==> src/rtl/arb_mux_pkg.sv <==
// Shared types and helpers for the arb_mux arbitrated multiplexer.
// Grant vectors are carried at a fixed maximum width so helpers work for any channel count.
package arb_mux_pkg;

    localparam int MAX_CHANNELS = 32;
    localparam int IDX_W        = $clog2(MAX_CHANNELS);

    typedef logic [MAX_CHANNELS-1:0] grant_vec_t;
    typedef logic [IDX_W-1:0]        grant_idx_t;

    // OR-reduces the indices of set bits; exact for one-hot or all-zero inputs.
    function automatic grant_idx_t onehot_to_idx(input grant_vec_t oh);
        grant_idx_t idx;
        idx = '0;
        for (int i = 0; i < MAX_CHANNELS; i++) begin
            if (oh[i]) begin
                idx = idx | grant_idx_t'(i);
            end
        end
        return idx;
    endfunction

endpackage

==> src/rtl/arb_mux_if.sv <==
// Handshake bundle between arb_mux, its producers and its consumer.
// slave is the arb_mux view; master is the producer/consumer (or bench) view.
interface arb_mux_if #(
    parameter int CHANNELS = 4,
    parameter int WIDTH    = 8
);
    localparam int ADDR_SIZE = $clog2(CHANNELS);

    logic [CHANNELS-1:0]       in_valid;
    logic [CHANNELS-1:0]       in_ready;
    logic [WIDTH*CHANNELS-1:0] in;
    logic [WIDTH-1:0]          out;
    logic                      out_valid;
    logic                      out_ready;
    logic [ADDR_SIZE-1:0]      out_sel;

    modport slave (
        input  in_valid,
        input  in,
        input  out_ready,
        output in_ready,
        output out,
        output out_valid,
        output out_sel
    );

    modport master (
        output in_valid,
        output in,
        output out_ready,
        input  in_ready,
        input  out,
        input  out_valid,
        input  out_sel
    );

endinterface

==> src/rtl/arb_mux_rr_arbiter.sv <==
// Grant generator for arb_mux: round-robin when ARB_MUX_RR_EN is defined,
// otherwise fixed priority (lowest index wins) with no pointer state.
module rr_arbiter
    import arb_mux_pkg::*;
#(
    parameter int CHANNELS = 4,
    localparam int ADDR_SIZE = $clog2(CHANNELS)
) (
`ifdef ARB_MUX_RR_EN
    input  logic                 clk,
    input  logic                 reset_n,
    input  logic                 load,
`endif
    input  logic [CHANNELS-1:0]  req,
    output logic [CHANNELS-1:0]  grant,
    output logic [ADDR_SIZE-1:0] grant_idx
);

`ifdef ARB_MUX_RR_EN
    logic [ADDR_SIZE-1:0] ptr_reg;
    logic [ADDR_SIZE-1:0] ptr_next;
    logic [ADDR_SIZE:0]   slot;
    logic                 found;

    // Search starts at the pointer and wraps modulo CHANNELS, so non-power-of-two counts work.
    always_comb begin
        grant = '0;
        found = 1'b0;
        slot  = '0;
        for (int k = 0; k < CHANNELS; k++) begin
            slot = {1'b0, ptr_reg} + (ADDR_SIZE+1)'(k);
            if (slot >= (ADDR_SIZE+1)'(CHANNELS)) begin
                slot = slot - (ADDR_SIZE+1)'(CHANNELS);
            end
            if (!found && req[slot[ADDR_SIZE-1:0]]) begin
                grant[slot[ADDR_SIZE-1:0]] = 1'b1;
                found = 1'b1;
            end
        end
    end

    assign ptr_next = (grant_idx == ADDR_SIZE'(CHANNELS-1)) ? '0
                                                            : grant_idx + ADDR_SIZE'(1);

    always_ff @(posedge clk or negedge reset_n) begin
        if (!reset_n) begin
            ptr_reg <= '0;
        end else if (load) begin
            ptr_reg <= ptr_next;
        end
    end
`else
    logic found;

    always_comb begin
        grant = '0;
        found = 1'b0;
        for (int k = 0; k < CHANNELS; k++) begin
            if (!found && req[k]) begin
                grant[k] = 1'b1;
                found = 1'b1;
            end
        end
    end
`endif

    assign grant_idx = ADDR_SIZE'(onehot_to_idx(grant_vec_t'(grant)));

endmodule

==> src/rtl/arb_mux.sv <==
// Registered, handshaked CHANNELS-to-1 multiplexer with built-in arbitration.
// Define ARB_MUX_RR_EN for round-robin grants; default build is fixed priority.
module arb_mux
    import arb_mux_pkg::*;
#(
    parameter int CHANNELS = 4,
    parameter int WIDTH    = 8
) (
    input  logic     clk,
    input  logic     reset_n,
    input  logic     enable,
    arb_mux_if.slave bus
);

    localparam int ADDR_SIZE = $clog2(CHANNELS);

    logic                 load;
    logic [CHANNELS-1:0]  grant;
    logic [ADDR_SIZE-1:0] grant_idx;
    logic [WIDTH-1:0]     masked [CHANNELS];
    logic [WIDTH-1:0]     sel_data;

    logic                 out_valid_reg;
    logic [WIDTH-1:0]     out_reg;
    logic [ADDR_SIZE-1:0] out_sel_reg;

    // reset_n gates load so no grant is visible while reset is held.
    assign load = reset_n & enable & (|bus.in_valid) & (~out_valid_reg | bus.out_ready);

    rr_arbiter #(
        .CHANNELS (CHANNELS)
    ) u_arbiter (
`ifdef ARB_MUX_RR_EN
        .clk       (clk),
        .reset_n   (reset_n),
        .load      (load),
`endif
        .req       (bus.in_valid),
        .grant     (grant),
        .grant_idx (grant_idx)
    );

    assign bus.in_ready = grant & {CHANNELS{load}};

    // AND-OR select driven by the one-hot grant; no dependence on data for ready.
    generate
        for (genvar gi = 0; gi < CHANNELS; gi++) begin : g_mask
            assign masked[gi] = bus.in[WIDTH*gi +: WIDTH] & {WIDTH{grant[gi]}};
        end
    endgenerate

    always_comb begin
        sel_data = '0;
        for (int k = 0; k < CHANNELS; k++) begin
            sel_data = sel_data | masked[k];
        end
    end

    always_ff @(posedge clk or negedge reset_n) begin
        if (!reset_n) begin
            out_valid_reg <= 1'b0;
            out_reg       <= '0;
            out_sel_reg   <= '0;
        end else if (load) begin
            out_valid_reg <= 1'b1;
            out_reg       <= sel_data;
            out_sel_reg   <= grant_idx;
        end else if (out_valid_reg && bus.out_ready) begin
            out_valid_reg <= 1'b0;
        end
    end

    assign bus.out       = out_reg;
    assign bus.out_valid = out_valid_reg;
    assign bus.out_sel   = out_sel_reg;

endmodule

==> src/flat_wrapper.sv <==
// flat-port wrapper written by rule: the top's interface ports become plain ports
module arb_mux_flat import arb_mux_pkg::*;
#(
    parameter int CHANNELS = 4,
    parameter int WIDTH    = 8
)
  (clk, reset_n, enable, bus_in_valid, bus_in, bus_out_ready, bus_in_ready, bus_out, bus_out_valid, bus_out_sel);
  arb_mux_if #(.CHANNELS(CHANNELS), .WIDTH(WIDTH)) bus_i ();
  input  logic clk;
  input  logic reset_n;
  input  logic enable;
  input wire logic [$bits(bus_i.in_valid)-1:0] bus_in_valid;
  input wire logic [$bits(bus_i.in)-1:0] bus_in;
  input wire logic [$bits(bus_i.out_ready)-1:0] bus_out_ready;
  output wire logic [$bits(bus_i.in_ready)-1:0] bus_in_ready;
  output wire logic [$bits(bus_i.out)-1:0] bus_out;
  output wire logic [$bits(bus_i.out_valid)-1:0] bus_out_valid;
  output wire logic [$bits(bus_i.out_sel)-1:0] bus_out_sel;
  assign bus_i.in_valid = bus_in_valid;
  assign bus_i.in = bus_in;
  assign bus_i.out_ready = bus_out_ready;
  assign bus_in_ready = bus_i.in_ready;
  assign bus_out = bus_i.out;
  assign bus_out_valid = bus_i.out_valid;
  assign bus_out_sel = bus_i.out_sel;
  arb_mux #(.CHANNELS(CHANNELS), .WIDTH(WIDTH)) u_core (.clk(clk), .reset_n(reset_n), .enable(enable), .bus(bus_i));
endmodule
==> config.mk <==
export PLATFORM = sky130hd
export DESIGN_NAME = arb_mux_flat
export DESIGN_NICKNAME = d
export VERILOG_FILES = /design/src/rtl/arb_mux_pkg.sv /design/src/rtl/arb_mux_if.sv /design/src/rtl/arb_mux_rr_arbiter.sv /design/src/rtl/arb_mux.sv /design/src/flat_wrapper.sv
export SDC_FILE = /design/constraint.sdc
export NUM_CORES = 1
export LEC_CHECK = 0
export BUFFER_PORTS_ARGS = -buffer_cell sky130_fd_sc_hd__buf_2
export CAP_MARGIN = 20
export CORE_MARGIN = 3
export CORE_UTILIZATION = 35
export DETAILED_ROUTE_END_ITERATION = 10
export GPL_TIMING_DRIVEN = 0
export PLACE_DENSITY = 0.74
export SYNTH_ARGS = -nofsm -noshare
export SYNTH_HDL_FRONTEND = slang
export SYNTH_HIERARCHICAL = 1
export SYNTH_SLANG_ARGS = --single-unit
==> constraint.sdc <==
create_clock -name clk -period 1.29 [get_ports clk]
set_input_delay 0.258 -clock clk [delete_from_list [all_inputs] [get_ports clk]]
set_output_delay 0.258 -clock clk [all_outputs]
set_load 0.01 [all_outputs]
; Word-level counts from Yosys, hierarchy flattened
; Index checks and enable logic that the tools add are counted.
[classes]
mux = 11
n_bitwise = 13
n_reduce_logical = 9
[op_table]
columns = op, count
row1 = $and 8x8->8, 4
row2 = $or 8x8->8, 3
row3 = $mux 1, 9
row4 = $and 4x4->4, 1
row5 = $logic_and 1x1->1, 4
row6 = $mux 2, 2
row7 = $reduce_or 4->1, 1
row8 = $and 1x1->1, 3
row9 = $logic_not 1->1, 3
row10 = $reduce_bool 2->1, 1
row11 = $not 1->1, 1
row12 = $or 1x1->1, 1
[word_totals]
regBits = 11
inputBits = 40
out_inout_bits = 15
word_cells = 36

; Longest topological paths before layout
; Gate-level depths: netlist of the first run.
[logic_depth]
word_depth = 12
depth_mapped = 6

; By module
; Netlist of the first run, hierarchy kept.
[by_module_without_submodules]
columns = module, instances, cells_each, area_per_inst_um2
row1 = arb_mux, 1, 59, 671.9
row2 = rr_arbiter, 1, 9, 63.8

; Least setup slack after synthesis of the first run
; OpenSTA, ideal clock, no wires.
[synth_path]
kind = flip-flop to output port
start = register u_core.out_valid_reg (netlist: u_core/bus.out_valid)
end = output port bus_in_ready[0]
arrival_ns = 1.160
path_slack_ns = -0.128
stages_incl_launch_ff = 5
path_buffers = 1
cell_sequence = dfrtp_1 -> nor2b_1 -> nor3_4 -> buf_6 -> and2_2
[synth_between]
elab_chain_cells = 4
[synth_lines]
columns = item, line_no
row1 = "start, declared", arb_mux.sv:23  ; logic out_valid_reg;
row2 = "start signal, assigned", arb_mux.sv:61  ; out_valid_reg <= 1'b0;
row3 = "start signal, assigned", arb_mux.sv:65  ; out_valid_reg <= 1'b1;
row4 = "start signal, assigned", arb_mux.sv:69  ; out_valid_reg <= 1'b0;
row5 = $not 1->1, arb_mux.sv:28  ; assign load = reset_n & enable & (|bus.in_valid) & (~out_valid_reg | bus.out_ready);
row6 = $or 1x1->1, arb_mux.sv:28
row7 = $and 1x1->1, arb_mux.sv:28
row8 = $and 4x4->4, arb_mux.sv:43  ; assign bus.in_ready = grant & {CHANNELS{load}};
row9 = "end, declared", flat_wrapper.sv:15  ; output wire logic [$bits(bus_i.in_ready)-1:0] bus_in_ready;
; No other way between the ends.

; Worst setup path in the final report of the first run
[layout_path]
start = register u_core.out_valid_reg (netlist: u_core/bus.out_valid)
end = output port bus_in_ready[2]
; Same word-level chain as after synthesis.

==> impl_metrics.toml, run 1 <==
[outcome]
status = "finished, violations left"
violations = "negative setup slack"

[global_routing]
grt_util_all_layers_pct = 16.36
grt_pass1_wl_mm = 3.222
grt_pass1_vias = 749
grt_overflow = 0
grt_max_degree = 12
grt_antenna_before_repair = 0

[placed_design]
place_area_mm2 = 0.001050
dp_hpwl_mm = 1.649
io_buffers = 54
dp_slack_ns = -0.4653
place.gp.congestion = 0.7910

[synth]
synth_seq_cells = 11
synthCells = 68
ys_seq_area_share_pct = 37.41
yosysWarnings = 6
synth_top_family_by_area = "simple AND/OR/NAND/NOR gates"
synth_xor_area_share_pct = 0
syn-cell-area_um2 = 735.7
syn_nets = 108
avgSynthCellArea_um2 = 10.82
synth_compound_area_share_pct = 18.54
synth-adder-area-share_pct = 0
synth-simple-area-share_pct = 20.58
muxShareOfSynthArea_pct = 18.37
yosysUniqueCellTypes = 20

[detailed_routing]
wl_per_cell_um = 13.84
viasPerCell = 4.790
finalWirelength_mm = 2.173
drc = 0
drt_first_pass_iters = 4
drt_iter0_drc = 18
vias = 752
ant_nets = 0

[cells_and_area]
final_area_mm2 = 0.001156
final_nets = 173
fin_util_pct = 62.22
largest_register_ffs = 8
drive_above_1_share_pct = 65.91
diodes = 0
area_delta_synth_final_pct = 57.14
final_common_cell = "buf_2"
final_cell_mix = "50 x buf_2, 16 x a22oi_1, 11 x dfrtp_1, 9 x nand2_1"

[clocking]
cts_tree = "done"
clockBufferDepth = 2
cts_max_level = 1
clock_latency_ns = 0.27
cts_buffers = 3
cts.sinks = 11
cts-root-buf = "clkbuf_4"
clk_pin_slew_worst_paths_ns = 0.07

[sta]
finalCriticalPeriod_ns = 1.563
rsz0062_at_grt = "true"
fin_crit_sh_pct = 121.2
slew_headroom_pct = 65.56
hold_viol_final = 0
finalMaxSlewViolations = 0
setup_ws_ns = -0.2731
setup_violations = 10
max_freq_ghz = 0.6397
clock_skew_ns = 0.003631
worstMarginPinSlew_ns = 0.5149
setup_tns_ns = -1.518

[power_and_ir_drop]
vdd_ir_drop_max_mv = 0.7790
p_leak_nw = 0.6124
power.density_mw_per_mm2 = 944.6
p_total_w = 0.001092

[die]
dieArea_mm2 = 0.002688
rows = 15
start_util_pct = 39.60
core-area_mm2 = 0.001858
die_x_um = 51.85
die_h_um = 51.85
ios = 55

[critical_path]
crit_family = "simple AND/OR/NAND/NOR gates"
slowest_delay_ns = 0.37
path_max_fanout = 7
cp_common_cell = "buf_6"
start_kind = "flip-flop"
crit_type = "flip-flop to output port"
crit_arrival_ns = 1.31
crit_buf_inv = 2
endpoint_kind = "output port"
path_cells = "nor2b_4 > nor3_4 > buf_6 > and2_4 > buf_6"
cp_slowest_cell = "dfrtp_1"
critical_path_required_ns = 1.03

[worst_hold_path]
hold_path_class = "input pin to flip-flop"

[job]
max_cap_violations = 0
-- final timing paths --
| kind | start | end | slack (ns) | cells after the start |
|---|---|---|---|---|
| setup / recovery | u_core/bus.out_valid | bus_in_ready[2] | -0.27 | 5 |
| hold / removal | bus_out_ready | u_core/bus.out_valid | 0.31 | 3 |
| setup reg to reg | u_core/bus.out_valid | u_core/bus.out[4] | -0.12 | 6 |
| hold reg to reg | u_core/bus.out[6] | u_core/bus.out[6] | 0.50 | 1 |
| max in group asynchronous | reset_n | u_core/bus.out[1] | 0.43 | 2 |
| min in group asynchronous | reset_n | u_core/bus.out[2] | 0.51 | 2 |
-- cells by family after synthesis --
family	count (synthesis)
buffers and inverters	7
AOI/OAI and AO/OA	18
muxes	10
and+or+nand+nor	22
DFF	11
-- cell usage after synthesis --
library cell | instances | share of area (%)
dfrtp_1 | 11 | 37
mux2_4 | 6 | 12
a22oi_1 | 16 | 16
nor3_1 | 1 | 0.68
o21bai_1 | 1 | 1.0
buf_4 | 1 | 1.0
nor3_4 | 1 | 2.2
nand2b_4 | 1 | 1.9
mux2_2 | 4 | 6.1
clkbuf_1 | 4 | 2.0
and2_2 | 4 | 4.1
nor2b_1 | 1 | 0.85
nor3_2 | 1 | 1.4
nor4_4 | 1 | 2.9
inv_1 | 1 | 0.51
nor3b_1 | 1 | 1.0
nand2_1 | 9 | 4.6
buf_6 | 1 | 1.5
nor2_1 | 2 | 1.0
a21oi_2 | 1 | 1.2
-- through the flow --
| step | std cells | hold slack [ns] |
|---|---|---|
| global route | 157 | 0.3097 |
| CTS | 155 | 0.3083 |
| finish | 157 | 0.3054 |
| global placement | 147 | 0.1419 |
| detailed placement | 147 | 0.1467 |
| floorplan | 68 | -0.03759 |
-- report_power, final --
part / switching [W] / total (W) / internal, W
Combinational: 0.000176 / 0.000408 / 0.000232
Sequential: 0.0000319 / 0.000447 / 0.000415
Clock: 0.000117 / 0.000237 / 0.000120
-- cell type report --
type                       instances  area [µm²]
buffer                             6       37.54
clock buffer                       4       26.28
fill                             164       701.9
inverter                           1       3.754
multi-input combinational         50       435.4
sequential                        11       275.3
tap                               25       31.28
timing repair buffer              60       346.6
-- metal layers --
metal / vias to the layer above / wire (µm) / global-route usage, %
met3: 6 / 125 / 5.444
met1: 339 / 856 / 17.92
met5: - / 0 / 0
li1: 380 / - / -
met4: 0 / 60 / 6.550
met2: 27 / 1131 / 28.66
-- timing repair --
action / 4_1_cts / 5_1_grt
hold endpoints to repair: 11 / 0
pin swaps: 1 / 1
hold buffers: 1 / 0
setup endpoints to repair: 10 / 13
resized for setup: 4 / 7
buffers inserted: 3 / 2
-- worst min-delay path: cells and delay by family --
family	cells	cell delay, ns
AO/OA/AOI/OAI	1	0.14
buffers and inverters	1	0.10
AND/OR/NAND/NOR	1	0.04
(Power assumes the default switching activity.)
==> run 2, diff against run 1 <==
--- a/config.mk
+++ b/config.mk
@@ -8,10 +8,10 @@
 export BUFFER_PORTS_ARGS = -buffer_cell sky130_fd_sc_hd__buf_2
 export CAP_MARGIN = 20
 export CORE_MARGIN = 3
-export CORE_UTILIZATION = 35
+export CORE_UTILIZATION = 42
 export DETAILED_ROUTE_END_ITERATION = 10
 export GPL_TIMING_DRIVEN = 0
-export PLACE_DENSITY = 0.74
+export PLACE_DENSITY = 0.83
 export SYNTH_ARGS = -nofsm -noshare
 export SYNTH_HDL_FRONTEND = slang
 export SYNTH_HIERARCHICAL = 1
==> constraint.sdc (replaced) <==
create_clock -name clk -period 1.99 [get_ports clk]
set_input_delay 0.398 -clock clk [delete_from_list [all_inputs] [get_ports clk]]
set_output_delay 0.398 -clock clk [all_outputs]
set_load 0.01 [all_outputs]
==> run 2 against run 1 <==
Net effect:
- the flow now finishes without violations
- cell count decreased by 7.6%
- die area decreased by 15%
- register-to-register slack gained 0.79 ns
- count of clock-buffer cells in the layout stayed put
==> impl_metrics.toml, run 2 (synthesis results as in run 1) <==
[die]
rows = 14
die_h_um = 47.86
core-area_mm2 = 0.001577
dieArea_mm2 = 0.002290
start_util_pct = 46.67
ios = 55
die_x_um = 47.86

[worst_hold_path]
hold_path_class = "input pin to flip-flop"

[sta]
worstMarginPinSlew_ns = 0.4335
max_freq_ghz = 0.5334
finalMaxSlewViolations = 0
fin_crit_sh_pct = 94.21
clock_skew_ns = 0.01200
setup_violations = 0
setup_tns_ns = 0
hold_viol_final = 0
rsz0062_at_grt = "false"
finalCriticalPeriod_ns = 1.875
setup_ws_ns = 0.1153
slew_headroom_pct = 71.10

[placed_design]
io_buffers = 54
dp_hpwl_mm = 1.566
dp_slack_ns = 0.02069
place.gp.congestion = 0.7492

[power_and_ir_drop]
power_frac_seq_pct = 41.9
p_leak_nw = 0.5755
swShare_pct = 29.75
p_sw_w = 0.0002059
power.density_mw_per_mm2 = 640.9
vdd_ir_drop_max_mv = 0.4305
p_clk_share_pct = 21.9
combPwrFrac_pct = 36.2
intPower_w = 0.0004862

[outcome]
status = "complete, no violations"

[critical_path]
crit_arrival_ns = 1.48
path_max_fanout = 9
endpoint_kind = "output port"
critical_path_required_ns = 1.59
start_kind = "input pin"
crit_type = "input pin to output port"

[detailed_routing]
drt_first_pass_iters = 4
drc = 0
viasPerCell = 5.200
vias = 754
wl_per_cell_um = 13.95
drt_iter0_drc = 7
finalWirelength_mm = 2.023
ant_nets = 0

[clocking]
cts.sinks = 11
cts-root-buf = "clkbuf_4"
clk_pin_slew_worst_paths_ns = 0.08
clock_latency_ns = 0.26
cts-resized-gates = 0
cts_buffers = 3
cts_tree = "done"
clockBufferDepth = 2
cts_max_level = 1

[cells_and_area]
drive_above_1_share_pct = 61.24
fill_cells = 127
fin_util_pct = 68.49
diodes = 0
largest_register_ffs = 8
area_delta_synth_final_pct = 46.77
final_common_cell = "buf_2"
final_nets = 170
final_cell_mix = "54 x buf_2, 16 x a22oi_1, 11 x dfrtp_1, 9 x nand2_1, 6 x mux2_4"

[global_routing]
grt_pass1_vias = 698
grt_max_degree = 11
grt_antenna_before_repair = 0
use_met2_pct = 32.72
grt_util_all_layers_pct = 18.93
grt_pass1_wl_mm = 2.987
grt_overflow = 0
use_met1_pct = 23.96
top_usage_layer = "met2"
grt_use_met3_pct = 3.759

[job]
max_cap_violations = 0
[run 2: cell types whose count changed in the layout (fill, tap and decap cells not counted)]
| cell | previous run | this run |
|---|---|---|
| clkbuf_1 | 2 | 5 |
| clkbuf_2 | 3 | 0 |
| buf_2 | 50 | 54 |
| dlygate4sd3_1 | 1 | 2 |
| buf_4 | 5 | 2 |
| buf_6 | 6 | 1 |
| nor2b_4 | 1 | 0 |
| and2_4 | 4 | 0 |
| and2_2 | 0 | 4 |
| nor2b_1 | 0 | 1 |
[run 2: area by class of cell]
cell class,count,area (µm²),area share [%]
multi-input combinational,50,422.9,39.17
inverter,1,3.754,0.3476
clock buffer,4,26.28,2.433
timing repair buffer,57,297.8,27.58
buffer,6,33.78,3.129
tap,16,20.02,1.854
sequential,11,275.3,25.49
[run 2: worst max-delay path, cell delays in order]
cell and delay (ns):
buf_2 0.13, nand2b_4 0.15, nor3_2 0.10, clkbuf_1 0.36, and2_2 0.22, buf_2 0.12
[run 2: power groups by stage]
stage / combinational [W] / sequential (W) / clock [W]
final: 0.000250 / 0.000290 / 0.000152
after global routing: 0.000272 / 0.000297 / 0.000176
after CTS: 0.000253 / 0.000291 / 0.000155
after detailed placement: 0.000246 / 0.000293 / 0
after global placement: 0.000241 / 0.000294 / 0
after floorplan: 0.000108 / 0.000318 / 0
[run 2: layer usage]
| layer | part of all wire, % | vias to the layer above |
|---|---|---|
| met5 | 0 | - |
| met4 | 0.40 | 0 |
| met3 | 7.2 | 2 |
| met2 | 49 | 31 |
| met1 | 44 | 345 |
| li1 | - | 376 |
[run 2: final timing paths]
path                                        from               endpoint  slack (ns)  cells after the start
hold / removal                     bus_out_ready   u_core/bus.out_valid        0.46                      3
min in group asynchronous                reset_n  u_core/bus.out_sel[1]        0.54                      2
setup / recovery                 bus_in_valid[2]        bus_in_ready[3]        0.12                      6
setup reg to reg            u_core/bus.out_valid      u_core/bus.out[2]        0.67                      4
max in group asynchronous                reset_n      u_core/bus.out[2]        1.21                      2
hold reg to reg            u_core/bus.out_sel[0]  u_core/bus.out_sel[0]        0.50                      1
[run 2: per-stage QoR]
stage               area, µm²  total power [W]  cells  hold slack [ns]
global route             1080        0.0007450    145           0.4494
detailed placement       1026        0.0005396    138           0.2855
floorplan               735.7        0.0004267     68           0.1024
CTS                      1080        0.0006987    145           0.4514
global placement         1026        0.0005354    138           0.2807
finish                   1080        0.0006920    145           0.4572
[run 2: what timing repair did]
| item | 4_1_cts | 5_1_grt |
|---|---|---|
| buffers inserted | 1 | 0 |
| setup endpoints to repair | 4 | 0 |
| hold buffers | 2 | 0 |
| hold endpoints to repair | 5 | 0 |
